File: src/rtl/fifo_stream_reader.sv
// Read-side master for one-cycle-latency synchronous FIFOs, re-presented as a
// registered valid/ready stream through a 2-entry buffer. Optional stats: STREAM_RD_STATS_EN.
module fifo_stream_reader #(
  parameter int DATA_WIDTH = 32,
  parameter int CNT_WIDTH  = 16
) (
  input  logic                  clk,
  input  logic                  rst_n,
  input  logic                  flush,
  input  logic                  fifo_empty,
  output logic                  fifo_rd_en,
  input  logic [DATA_WIDTH-1:0] fifo_dout,
  output logic                  out_valid,
  output logic [DATA_WIDTH-1:0] out_data,
  input  logic                  out_ready,
  output logic [CNT_WIDTH-1:0]  words_out,
  output logic [CNT_WIDTH-1:0]  stall_cycles
);

  typedef enum logic [1:0] {
    OCC_EMPTY = 2'd0,
    OCC_ONE   = 2'd1,
    OCC_TWO   = 2'd2
  } occ_t;

  occ_t                  occ_q, occ_d;
  logic                  inflight_q;
  logic                  out_valid_q;
  logic [DATA_WIDTH-1:0] head_q, head_d;
  logic [DATA_WIDTH-1:0] skid_q, skid_d;
  logic                  pop;
  logic [1:0]            cnt;
  logic [1:0]            pending;

  assign cnt     = occ_q;
  assign pop     = out_valid_q & out_ready;
  // Occupancy after this edge if nothing new were issued; bounded to 0..2.
  assign pending = cnt + {1'b0, inflight_q} - {1'b0, pop};

  assign fifo_rd_en = rst_n & ~flush & ~fifo_empty & (pending < 2'd2);
  assign out_valid  = out_valid_q;
  assign out_data   = head_q;

  always_comb begin
    occ_d  = occ_q;
    head_d = head_q;
    skid_d = skid_q;
    if (flush) begin
      occ_d = OCC_EMPTY;
    end else begin
      case ({pop, inflight_q})
        2'b01: begin
          if (occ_q == OCC_EMPTY) begin
            head_d = fifo_dout;
            occ_d  = OCC_ONE;
          end else begin
            skid_d = fifo_dout;
            occ_d  = OCC_TWO;
          end
        end
        2'b10: begin
          if (occ_q == OCC_TWO) begin
            head_d = skid_q;
            occ_d  = OCC_ONE;
          end else begin
            occ_d  = OCC_EMPTY;
          end
        end
        2'b11: begin
          if (occ_q == OCC_TWO) begin
            head_d = skid_q;
            skid_d = fifo_dout;
          end else begin
            head_d = fifo_dout;
          end
        end
        default: ;
      endcase
    end
  end

  always_ff @(posedge clk) begin
    if (!rst_n) begin
      occ_q       <= OCC_EMPTY;
      inflight_q  <= 1'b0;
      out_valid_q <= 1'b0;
      head_q      <= '0;
      skid_q      <= '0;
    end else begin
      occ_q       <= occ_d;
      inflight_q  <= fifo_rd_en;
      out_valid_q <= (occ_d != OCC_EMPTY);
      head_q      <= head_d;
      skid_q      <= skid_d;
    end
  end

`ifdef STREAM_RD_STATS_EN
  logic [CNT_WIDTH-1:0] words_q;
  logic [CNT_WIDTH-1:0] stall_q;

  // Saturating; flush leaves history intact, and a pop discarded by flush is not counted.
  always_ff @(posedge clk) begin
    if (!rst_n) begin
      words_q <= '0;
      stall_q <= '0;
    end else begin
      if (pop && !flush && (words_q != '1))
        words_q <= words_q + 1'b1;
      if (out_valid_q && !out_ready && (stall_q != '1))
        stall_q <= stall_q + 1'b1;
    end
  end

  assign words_out    = words_q;
  assign stall_cycles = stall_q;
`else
  assign words_out    = '0;
  assign stall_cycles = '0;
`endif

endmodule

File: config.mk
export PLATFORM = sky130hd
export DESIGN_NAME = fifo_stream_reader
export DESIGN_NICKNAME = d
export VERILOG_FILES = /design/src/rtl/fifo_stream_reader.sv
export SDC_FILE = /design/constraint.sdc
export NUM_CORES = 1
export LEC_CHECK = 0
export BUFFER_PORTS_ARGS = -buffer_cell sky130_fd_sc_hd__buf_2
export CORE_MARGIN = 10
export CORE_UTILIZATION = 50
export DETAILED_ROUTE_END_ITERATION = 6
export PLACE_DENSITY = 0.79
export SYNTH_ARGS = -nofsm -noshare
export SYNTH_HDL_FRONTEND = slang
export SYNTH_SLANG_ARGS = --single-unit
export TNS_END_PERCENT = 20
File: constraint.sdc
create_clock -name clk -period 2 [get_ports clk]
set_clock_uncertainty 0.15 [all_clocks]
set_input_delay 0.1 -clock clk [delete_from_list [all_inputs] [get_ports clk]]
set_output_delay 0.1 -clock clk [all_outputs]
set_load 0.02 [all_outputs]
# --- Yosys cells after proc, flatten, opt, wreduce, memory -nomap -nowiden ---
# Index checks and enable logic that the tools add are counted.
totals:
  regBits: 68
  inputBits: 37
  out_inout_bits: 66
  elab_cells: 39
op_classes:
  add_sub_neg: 2
  magnitude_cmp: 1
  n_eq_ne: 8
  mux: 11
  n_bitwise: 6
  reduce_logical: 6
ops:
  columns: ["op", "n"]
  rows:
  - ["2-to-1 mux 32 bit", 5]
  - ["one-hot mux 32 bit (3 select lines)", 1]
  - ["one-hot mux 32 bit (2 select lines)", 1]
  - ["!= test 2 bit, second input constant", 4]
  - ["AND reduction 4 bit", 2]
  - ["== test 2 bit, second input constant", 3]
  - ["AND 1 bit", 4]
  - ["2-to-1 mux 2 bit", 2]
  - ["one-hot mux 2 bit (2 select lines)", 1]
  - ["nonzero test 2 bit", 2]
  - ["nonzero test 3 bit", 1]
  - ["adder 2 x 1 -> 2 bit", 1]
  - ["== test 2 x 1 -> 1 bit, second input constant", 1]
  - ["logical NOT 2 bit", 1]
  - ["< comparator 2 bit, second input constant", 1]
  - ["inverter 1 bit", 2]
  - ["subtractor 2 x 1 -> 2 bit", 1]
  - ["2-to-1 mux 1 bit", 1]

# --- Longest topological paths before layout ---
# Gate-level depths: netlist of the first run.
depth:
  depth_word: 5
  ltp_mapped: 6
  mapped_depth_nobuf: 4

# --- Worst setup path before layout of the first run ---
# OpenSTA, ideal clock, no wires.
synth_timing:
  path_type: "register -> register"
  start: "reg out_valid_q, in the netlist out_valid"
  end: "reg head_q[0], in the netlist out_data[0]"
  t_arrival_ns: 1.419
  required_ns: 1.726
  setup_slack_ns: 0.307
  path_stages_with_launch: 7
  path_buffers: 2
  path_cell_list: "dfxtp_1 -> nand2_1 -> a211oi_2 -> or2_0 -> buf_2 -> buf_4 -> a21oi_1"
synth_via:
  elab_chain_len: 4
  elab_cells_between_ends: 9
  classes_between: "eq/ne: 5; mux: 1; bitwise: 1; reduce/logical: 2"
synth_rtl:
  columns: ["item", "line", "text"]
  rows:
  - ["start: declaration", "28", "logic out_valid_q;"]
  - ["start signal: assignment", "92", "out_valid_q <= (occ_d != OCC_EMPTY);"]
  - ["AND 1 bit (*)", "36", "assign pop = out_valid_q & out_ready;"]
  - ["== test 2 bit or == test 2 x 1 -> 1 bit (tied branches)", "51", "case ({pop, inflight_q})"]
  - ["!= test 2 bit (no line) or nonzero test 3 bit (tied branches)", null, null]
  - ["AND reduction 4 bit (no line)", null, null]
  - ["end signal: assignment", "87", "head_q <= '0;"]
  - ["end signal: assignment", "93", "head_q <= head_d;"]
  - ["end: declaration", "29", "logic [DATA_WIDTH-1:0] head_q, head_d;"]
# Every way passes the cells marked *; elsewhere a longest branch is shown, timed or not.
# A chain may end at the register's enable or synchronous reset.

# --- Worst setup path in the final report of the first run ---
layout_timing:
  start: "reg inflight_q"
  end: "reg skid_q[3]"
layout_via:
  elab_chain_len: 3
  elab_cells_between_ends: 7
  classes_between: "eq/ne: 4; mux: 1; reduce/logical: 2"
layout_rtl:
  columns: ["item", "line", "text"]
  rows:
  - ["start: declaration", "27", "logic inflight_q;"]
  - ["start signal: assignment", "91", "inflight_q <= fifo_rd_en;"]
  - ["== test 2 bit or == test 2 x 1 -> 1 bit (tied branches)", "51", null]
  - ["!= test 2 bit (no line) or nonzero test 2 bit (tied branches)", null, null]
  - ["AND reduction 4 bit (no line)", null, null]
  - ["end signal: assignment", "94", "skid_q <= skid_d;"]
  - ["end: declaration", "30", "logic [DATA_WIDTH-1:0] skid_q, skid_d;"]
# Parallel ways exist; a longest one is shown, timed or not.

==> reports/results.md, run 1 <==
* finished, final reports clean — outcome
* 8020 um — routed wire length
* 0 — Final Hold Fails
* inv_2, nor4b_4, buf_4, nand3_1, o21ai_0 — CP cell instances
* 68 — sink count of the clock tree
* 43.7% — portion of the post-synthesis area used by sequential elements
* 0 — number of synthesis warnings
* 3930 sq um — fin area
* buffers and inverters — kind of cell adding the most delay to the critical path
* 92.7% — Final Cycle Share
* 704 nW/um^2 — power density over the cells
* 2 — Buf/Inv on CP
* 22.1% — proportion of layout cells with a drive suffix above 1
* 0 — Post-route DRC
* 0.774 — GP Congestion
* 0 — overall overflow remaining after global route
* 1.85 ns — post-layout minimum cycle time
* 0.07 ns — clock edge transition at the registers on the reported setup and hold paths
* 9790 sq um — floorplan die area
* 62.0% — Max transition margin
* 2.10 ns — required time at the worst-slack endpoint
* skid_q[3]$_SDFFE_PN0P_ — Reg-to-Reg End
* 0 — initial antenna violation count
* 0 ns — setup TNS
* 2612 — number of global-route vias before repair
* 1.68 nW — Static Leak
* skid_q[3]$_SDFFE_PN0P_ — Worst Setup EP
* 1.96 ns — WP data arrival
* 5330 um — HPWL after DPL
* 9 — clock buffers created by TritonCTS
* 44 — CP Max Fanout
* 3110 sq um — netlist area before placement
* 0 — Setup-failing EPs final
* 15.6% — Tot GR Track Use
* primary input to register — Worst Hold Class
* 0 — number of maximum-capacitance constraint violations
* 52.0% — starting density of the core
* 26.2% — Layout area overhead
* 0.33 ns — later-pin clock latency in the skew report
* 350 — synthesized netlist cell count
* 5 — First-pass DRT Iterations
* 15.3 um — WL/cell
* 103 — I/O pins
* 166 — initial detailed-routing violation count
* 28 — number of rows in the core area
* 5 — depth of the most critical reg-to-reg path
* 0 — ant diodes
* register to register — startpoint-to-endpoint class of the critical path
* 98.9 um — die width
* 0.539 GHz — timing-limited maximum frequency
* 2748 — vias
* 0 — number of max-slew violations in the final report
* done — CTS tree
* 63 — largest net degree at the start of global routing
* 5990 sq um — core box area
* sky130_fd_sc_hd__dfxtp_1 — most frequently used flop master after synthesis
* 3720 um — total length of routed met2 wires
* 70 — quantity of I/O buffers inserted on ports
* 28 — count of cell types in the netlist
* met4 — top layer used by detailed routing
* 2 — Max Buffers Root-to-Sink
* 5.25 — Vias per Instance
* sky130_fd_sc_hd__dfxtp_1 — cell with the biggest individual delay on the critical path
* 0.570 ns — Least-Margin Pin Slew
* 98.9 um — Die Height
* false — setup repair after global routing missed its margin
* sky130_fd_sc_hd__clkbuf_8 — CTS Root Cell
* 0% — share of synthesized flip-flops with an asynchronous set or reset
* inflight_q$_SDFF_PN0_ — worst setup path start
* 68 — number of flip-flops and latches in the synthesized netlist
* 526 uV — worst supply voltage drop on vdd
* register — startpoint type of the worst setup path
* 0.15 ns — flop-to-flop setup slack
* 729 um — wire length on met3
* 482 — Total Nets Final
* 3400 sq um — Area after DPL
* 3 — Max H-tree Level
* inflight_q$_SDFF_PN0_ — worst reg2reg startpoint
* 0 — Post-synth EDFFs
* 0 — Post-DRT Antenna Nets
* 3460 um — met1 wire length
* 5 — Critical Path Stages
* 0.47 ns — largest incremental delay on the critical path
* 12800 um — wire length of the first global-routing pass
* 8.90 sq um — Synth Area per Inst
* register — type of element capturing the critical path
report_power, final:
part	internal, W	switching (W)	total, W
sequential	0.00138	0.0000187	0.00140
combinational	0.000132	0.000205	0.000338
clock	0.000559	0.000472	0.00103
worst min-delay path: cells and delay by family:
kind                   cells  cell delay [ns]
AO/OA/AOI/OAI              1             0.06
buffers and inverters      1             0.18
AND/OR/NAND/NOR            1             0.23
synth_stat cells (all sizes together), types with 2 or more instances:
| master | number | area share, % |
|---|---|---|
| dfxtp | 68 | 44 |
| buf | 45 | 10 |
| a21oi | 35 | 5.7 |
| nand2 | 35 | 4.2 |
| mux2i | 33 | 11 |
| nand3 | 33 | 5.3 |
| o21ai | 33 | 5.3 |
| o31ai | 32 | 7.7 |
| clkbuf | 17 | 2.1 |
| a211oi | 3 | 0.88 |
| nand2b | 2 | 0.40 |
| nor2 | 2 | 0.24 |
| nor3 | 2 | 0.32 |
metal layers:
layer | vias up | GRT usage, %
li1 | 1372 | -
met1 | 1271 | 18.5
met2 | 95 | 23.7
met3 | 10 | 8.10
met4 | 0 | 4.96
met5 | - | 0
cells in the final DEF, fill, tap and decap left out, types with 9 or more instances in the layout:
cell type	instances
sky130_fd_sc_hd__buf_2	70
sky130_fd_sc_hd__nand2_1	35
sky130_fd_sc_hd__o31ai_1	32
sky130_fd_sc_hd__mux2i_1	33
sky130_fd_sc_hd__o21ai_0	28
sky130_fd_sc_hd__conb_1	32
sky130_fd_sc_hd__dfxtp_1	67
sky130_fd_sc_hd__dlygate4sd3_1	35
sky130_fd_sc_hd__a21oi_1	34
sky130_fd_sc_hd__clkbuf_8	9
sky130_fd_sc_hd__nand3_1	33
through the flow:
| step | total power (W) | instances | utilization [%] | hold slack (ns) | setup slack [ns] |
|---|---|---|---|---|---|
| 3_5_place_dp | 0.00171 | 474 | 56.8 | 0.139 | 0.215 |
| 4_1_cts | 0.00278 | 523 | 65.5 | 0.136 | 0.0559 |
| 5_1_grt | 0.00288 | 523 | 65.6 | 0.181 | 0.0305 |
| 6_report | 0.00277 | 523 | 65.6 | 0.146 | 0.145 |
| 2_1_floorplan | 0.00166 | 381 | - | 0.0293 | 0.307 |
| 3_3_place_gp | 0.00170 | 474 | 56.8 | 0.134 | 0.250 |
sequential cells by signal, summed over array words and instances (netlist names):
name and flops:
cnt 2, inflight_q 1, out_data 32, out_valid 1, skid_q 32
worst min-delay path by stage:
stage                          start               endpoint  slack [ns]  cells past startpoint
after global routing           flush   out_valid$_SDFF_PN0_        0.18                      3
final                          flush   out_valid$_SDFF_PN0_        0.15                      3
after detailed placement  fifo_empty  inflight_q$_SDFF_PN0_        0.14                      2
after CTS                      flush   out_valid$_SDFF_PN0_        0.14                      3
after floorplan           fifo_empty  inflight_q$_SDFF_PN0_        0.03                      1
after global placement    fifo_empty  inflight_q$_SDFF_PN0_        0.13                      2
logic make-up after synthesis:
group	synth area share [%]
AO/OA/AOI/OAI	20.2
XOR/XNOR	0.281
buffers and inverters	12.5
flip-flops	43.7
multiplexers	10.6
other	0.120
AND/OR/NAND/NOR	12.6
area by class of cell:
class	instances	area [sq um]
Clock buffer	11	131
Clock inverter	3	40.0
Fill cell	489	2060
Inverter	1	3.75
Multi-Input combinational cell	250	1500
Sequential cell	68	1360
Tap cell	75	93.8
Timing Repair Buffer	115	801
repair_timing:
action,CTS,global route
endpoints found under the setup margin,1,1
hold endpoints to repair,67,0
hold buffers,35,0
buffers inserted,0,0
resized for setup,1,2
(Power assumes the default switching activity.)
==> run 2, diff against run 1 <==
--- a/config.mk
+++ b/config.mk
@@ -6,7 +6,6 @@
 export NUM_CORES = 1
 export LEC_CHECK = 0
 export BUFFER_PORTS_ARGS = -buffer_cell sky130_fd_sc_hd__buf_2
-export CORE_MARGIN = 10
 export CORE_UTILIZATION = 50
 export DETAILED_ROUTE_END_ITERATION = 6
 export PLACE_DENSITY = 0.79
==> reports/results.md, run 2 (synthesis gave the netlist of run 1 again) <==
* 49 — largest net degree at the start of global routing
* 2530 — number of global-route vias before repair
* 4640 um — HPWL after DPL
* 0 ns — setup TNS
* 80.9 um — Die Height
* 6550 sq um — floorplan die area
* 28 — number of rows in the core area
* 0 — number of maximum-capacitance constraint violations
* 23.0% — proportion of layout cells with a drive suffix above 1
* 0 — number of max-slew violations in the final report
* 0.21 ns — flop-to-flop setup slack
* 2766 — vias
* 0.527 GHz — timing-limited maximum frequency
* register to output port — startpoint-to-endpoint class of the critical path
* 1.69 nW — Static Leak
* 0.48 ns — largest incremental delay on the critical path
* 27.2% — Layout area overhead
* 0 — initial antenna violation count
* 0 — Final Hold Fails
* 211 — initial detailed-routing violation count
* 1.75 ns — required time at the worst-slack endpoint
* 3 — Max H-tree Level
* 80.9 um — die width
* 103 — I/O pins
* 1 — Buf/Inv on CP
* 1.65 ns — WP data arrival
* 7320 um — routed wire length
* 0.34 ns — later-pin clock latency in the skew report
* 691 nW/um^2 — power density over the cells
* 484 — Total Nets Final
* output port — type of element capturing the critical path
* 0 — buffers inserted during post-CTS setup optimization
* 5 — depth of the most critical reg-to-reg path
* primary input to register — Worst Hold Class
* sky130_fd_sc_hd__clkbuf_8 — CTS Root Cell
* cnt[1]$_SDFF_PN0_ — Hold Crit Endpoint
* flush — start point of the worst min-delay path
* 7 — CP Max Fanout
* sky130_fd_sc_hd__buf_2 — most common cell after layout, fill and taps aside
* 0.131 ns — worst hold slack
* sky130_fd_sc_hd__dfxtp_1 — cell with the biggest individual delay on the critical path
* 0.765 — GP Congestion
* 0 — Post-DRT Antenna Nets
* 5.25 — Vias per Instance
* 3 — hold path cells
* 94.8% — Final Cycle Share
* 68 — sink count of the clock tree
* flip-flops — kind of cell adding the most delay to the critical path
* 0 — Setup-failing EPs final
* a21boi_2, mux2i_1, xnor2_1, nor3_1, buf_2 — CP cell instances
* 0.07 ns — clock edge transition at the registers on the reported setup and hold paths
* 5960 sq um — core box area
* cnt[1]$_SDFF_PN0_ — worst reg2reg startpoint
* sky130_fd_sc_hd__buf_2 (70), sky130_fd_sc_hd__dfxtp_1 (68), sky130_fd_sc_hd__nand2_1 (35), sky130_fd_sc_hd__dlygate4sd3_1 (35), sky130_fd_sc_hd__a21oi_1 (34) — commonest cells after routing, fill and taps aside
* 0 — Post-route DRC
* done — CTS tree
* 415 uV — worst supply voltage drop on vdd
* false — setup repair after global routing missed its margin
* 70 — quantity of I/O buffers inserted on ports
* 9 — clock buffers created by TritonCTS
* out_data[23]$_SDFFE_PN0P_ — Reg-to-Reg End
* 0 — overall overflow remaining after global route
* 4 — First-pass DRT Iterations
* 0 — ant diodes
* finished, final reports clean — outcome
* 11600 um — wire length of the first global-routing pass
* 1.90 ns — post-layout minimum cycle time
* 23.3% — Tot GR Track Use
* 52.3% — starting density of the core
* 13.9 um — WL/cell
* 2 — Max Buffers Root-to-Sink
* register — startpoint type of the worst setup path
[run 2: worst register-to-register path: stages (launching register included)]
cell,delay (ns)
sky130_fd_sc_hd__dfxtp_1,0.51
sky130_fd_sc_hd__nand2b_1,0.23
sky130_fd_sc_hd__a211oi_4,0.31
sky130_fd_sc_hd__or2_1,0.21
sky130_fd_sc_hd__buf_12,0.19
sky130_fd_sc_hd__a21oi_1,0.09
[run 2: cell type report]
class | count | area [sq um]
fill | 489 | 2000
multi-input combinational | 250 | 1500
sequential | 68 | 1360
timing repair buffer | 117 | 828
clock buffer | 9 | 124
tap | 75 | 93.8
clock inverter | 7 | 50.0
inverter | 1 | 3.75
[run 2: timing repair]
item                                    4_1_cts  5_1_grt
pin swaps                                     0        0
hold buffers                                 35        0
resized for setup                             1        1
gates cloned                                  0        0
hold endpoints to repair                     67        0
endpoints found under the setup margin        1        1
[run 2: through the flow]
stage | power (W) | instances | utilization (%) | cell area, sq um | setup WS (ns)
4_1_cts | 0.00275 | 527 | 66.4 | 3960 | 0.0251
6_report | 0.00274 | 527 | 66.5 | 3960 | 0.104
3_3_place_gp | 0.00170 | 476 | 57.6 | 3430 | 0.258
3_5_place_dp | 0.00171 | 476 | 57.6 | 3430 | 0.238
5_1_grt | 0.00286 | 527 | 66.5 | 3960 | 0.0258
2_1_floorplan | 0.00166 | 381 | - | 3230 | 0.307
[run 2: per-layer routing]
metal	vias to the layer above	global-route usage [%]	part of all wire, %	wire length [um]
li1	1380	-	-	-
met1	1273	30.5	45	3280
met2	109	36.6	48	3500
met3	4	6.63	6.7	491
met4	0	8.21	0.60	44
met5	-	0	0	0
[run 2: worst max path at each step]
stage,start,end,cells past startpoint
after floorplan,out_valid$_SDFF_PN0_,out_data[0]$_SDFFE_PN0P_,6
after global placement,cnt[1]$_SDFF_PN0_,out_data[30]$_SDFFE_PN0P_,5
after detailed placement,cnt[1]$_SDFF_PN0_,out_data[5]$_SDFFE_PN0P_,5
after CTS,cnt[0]$_SDFF_PN0_,fifo_rd_en,5
after global routing,cnt[0]$_SDFF_PN0_,fifo_rd_en,5
final,cnt[0]$_SDFF_PN0_,fifo_rd_en,5
[run 2: where the power goes]
| part | switching (W) | internal [W] |
|---|---|---|
| Clock | 0.000550 | 0.000453 |
| Sequential | 0.0000179 | 0.00138 |
| Combinational | 0.000203 | 0.000134 |
==> run 3, diff against run 2 <==
--- a/config.mk
+++ b/config.mk
@@ -6,9 +6,9 @@
 export NUM_CORES = 1
 export LEC_CHECK = 0
 export BUFFER_PORTS_ARGS = -buffer_cell sky130_fd_sc_hd__buf_2
-export CORE_UTILIZATION = 50
+export CORE_UTILIZATION = 45
 export DETAILED_ROUTE_END_ITERATION = 6
-export PLACE_DENSITY = 0.79
+export PLACE_DENSITY = 0.75
 export SYNTH_ARGS = -nofsm -noshare
 export SYNTH_HDL_FRONTEND = slang
 export SYNTH_SLANG_ARGS = --single-unit
==> constraint.sdc (replaced) <==
create_clock -name clk -period 1.7 [get_ports clk]
set_clock_uncertainty 0.15 [all_clocks]
set_input_delay 0.085 -clock clk [delete_from_list [all_inputs] [get_ports clk]]
set_output_delay 0.085 -clock clk [all_outputs]
set_load 0.02 [all_outputs]
==> reports/results.md, run 3 (synthesis gave the netlist of run 1 again) <==
* 6 — CP Max Fanout
* sky130_fd_sc_hd__buf_2 (70), sky130_fd_sc_hd__dfxtp_1 (66), sky130_fd_sc_hd__nand2_1 (35), sky130_fd_sc_hd__dlygate4sd3_1 (35), sky130_fd_sc_hd__a21oi_1 (34) — commonest cells after routing, fill and taps aside
* 68 — sink count of the clock tree
* 0.07 ns — clock edge transition at the registers on the reported setup and hold paths
* 867 nW/um^2 — power density over the cells
* 103 — I/O pins
* 550 uV — worst supply voltage drop on vdd
* 548 — total of fill cells in the finished design
* 7410 um — routed wire length
* 13.9 um — WL/cell
* 24.8% — switching fraction of total power
* -0.0944 ns — setup TNS
* 12000 um — wire length of the first global-routing pass
* 85.2 um — Die Height
* 11.5% — part of the total power dissipated in combinational logic
* 0.801 — GP Congestion
* register to output port — startpoint-to-endpoint class of the critical path
* 0.000870 W — sw power
* 0.36 ns — largest incremental delay on the critical path
* and3b_1, mux2i_1, xnor2_1, nor3_1, buf_2 — CP cell instances
* 0 — number of max-slew violations in the final report
* done — CTS tree
* output port — type of element capturing the critical path
* 46.7% — portion of total power attributed to sequential cells
* 0 — Post-DRT Antenna Nets
* 4 — First-pass DRT Iterations
* 0.0518 ns — Placement Setup Slack
* 118 — initial detailed-routing violation count
* 488 — Total Nets Final
* 5.25 — Vias per Instance
* true — setup repair after global routing missed its margin
* 0 — initial antenna violation count
* 0 — ant diodes
* 0 — Final Hold Fails
* 482 — Cells after DPL
* 6530 sq um — core box area
* 1 — Buf/Inv on CP
* register — startpoint type of the worst setup path
* 7260 sq um — floorplan die area
* 47.7% — starting density of the core
* primary input to register — Worst Hold Class
* complete, but fails checks — outcome
* 4460 um — HPWL after DPL
* 2572 — number of global-route vias before repair
* -0.0944 ns — least setup slack across all paths after layout
* 1.56 ns — WP data arrival
* 0 — overall overflow remaining after global route
* 0 — buffers inserted during post-CTS setup optimization
* sky130_fd_sc_hd__clkbuf_8 — CTS Root Cell
* 2 — Max Buffers Root-to-Sink
* 3 — Max H-tree Level
* 85.2 um — die width
* 70 — quantity of I/O buffers inserted on ports
* 1.79 ns — post-layout minimum cycle time
* 2797 — vias
* sky130_fd_sc_hd__dfxtp_2 — cell with the biggest individual delay on the critical path
* 106% — Final Cycle Share
* 0 — Post-route DRC
* flip-flops — kind of cell adding the most delay to the critical path
* sky130_fd_sc_hd__buf_2 — most common cell after layout, fill and taps aside
* 41.8% — clock network power share
* 533 — filler-free cell count of the finished design
* 9 — clock buffers created by TritonCTS
* 1.46 ns — required time at the worst-slack endpoint
* 0 — number of maximum-capacitance constraint violations
* setup timing — violated checks
* 1.75 nW — Static Leak
* 0.35 ns — later-pin clock latency in the skew report
* 0.557 GHz — timing-limited maximum frequency
* 0.00264 W — Internal
* 21.1% — Tot GR Track Use
* 24.1% — proportion of layout cells with a drive suffix above 1
* 49 — largest net degree at the start of global routing
* 30.2% — Layout area overhead
* 1 — Setup-failing EPs final
* 29 — number of rows in the core area
==> run 3: cell count changes in the layout (fill, tap and decap cells not counted), moves of 2 or more <==
cell | before | now
sky130_fd_sc_hd__bufinv_16 | 0 | 2
sky130_fd_sc_hd__inv_6 | 2 | 0
sky130_fd_sc_hd__dfxtp_2 | 0 | 2
sky130_fd_sc_hd__clkinvlp_4 | 3 | 0
sky130_fd_sc_hd__dfxtp_1 | 68 | 66
sky130_fd_sc_hd__buf_6 | 0 | 4
==> run 3: final cells by class <==
type	instances	area, sq um	area share (%)
clock buffers	11	141	3.49
well taps	77	96.3	2.38
inverters	1	3.75	0.0926
clock inverters	5	75.1	1.85
multi-input cells	250	1500	37.0
repair buffers	121	873	21.5
flip-flops and latches	68	1360	33.6
==> run 3: metrics by stage <==
stage          hold slack (ns)  cell area [sq um]  utilization (%)  power [W]
6_report                0.0205               4060             62.1    0.00351
5_1_grt                 0.0571               4060             62.1    0.00364
4_1_cts                0.00342               4040             61.8    0.00353
3_5_place_dp             0.135               3460             53.0    0.00201
3_3_place_gp             0.127               3460             53.0    0.00201
2_1_floorplan           0.0143               3230                -    0.00195
==> run 3: what timing repair did <==
action                                  4_1_cts  5_1_grt
endpoints found under the hold margin        68        0
endpoints found under the setup margin        1       22
resized for setup                             4        5
hold buffers                                 35        0
pin swaps                                     0        1
==> run 3: power by group through the flow <==
stage,logic (W),clock network (W),registers (W)
6_report,0.000404,0.00147,0.00164
2_1_floorplan,0.000238,0,0.00171
3_5_place_dp,0.000333,0,0.00168
5_1_grt,0.000435,0.00156,0.00164
4_1_cts,0.000397,0.00149,0.00164
3_3_place_gp,0.000329,0,0.00168
==> run 3: worst register-to-register path: cells and delay by family, from the launching register on <==
family	cells	cell delay, ns
AND/OR/NAND/NOR	1	0.19
multiplexers	1	0.25
buffers and inverters	1	0.20
flip-flops	1	0.38
AO/OA/AOI/OAI	2	0.34
==> run 3: worst paths after layout <==
kind	start	endpoint	slack [ns]	depth (start not counted)
max	cnt[0]$_SDFF_PN0_	fifo_rd_en	-0.09	5
min	out_ready	cnt[1]$_SDFF_PN0_	0.02	4
max reg2reg	out_valid$_SDFF_PN0_	out_data[7]$_SDFFE_PN0P_	0.08	5
min reg2reg	skid_q[19]$_SDFFE_PN0P_	skid_q[19]$_SDFFE_PN0P_	0.30	2
==> run 3: layer usage <==
layer	up-vias	track usage [%]	part of all wire (%)
met1	1313	26.0	45
li1	1388	-	-
met3	14	6.61	5.4
met5	-	0	0
met4	0	7.86	1.6
met2	82	34.6	48
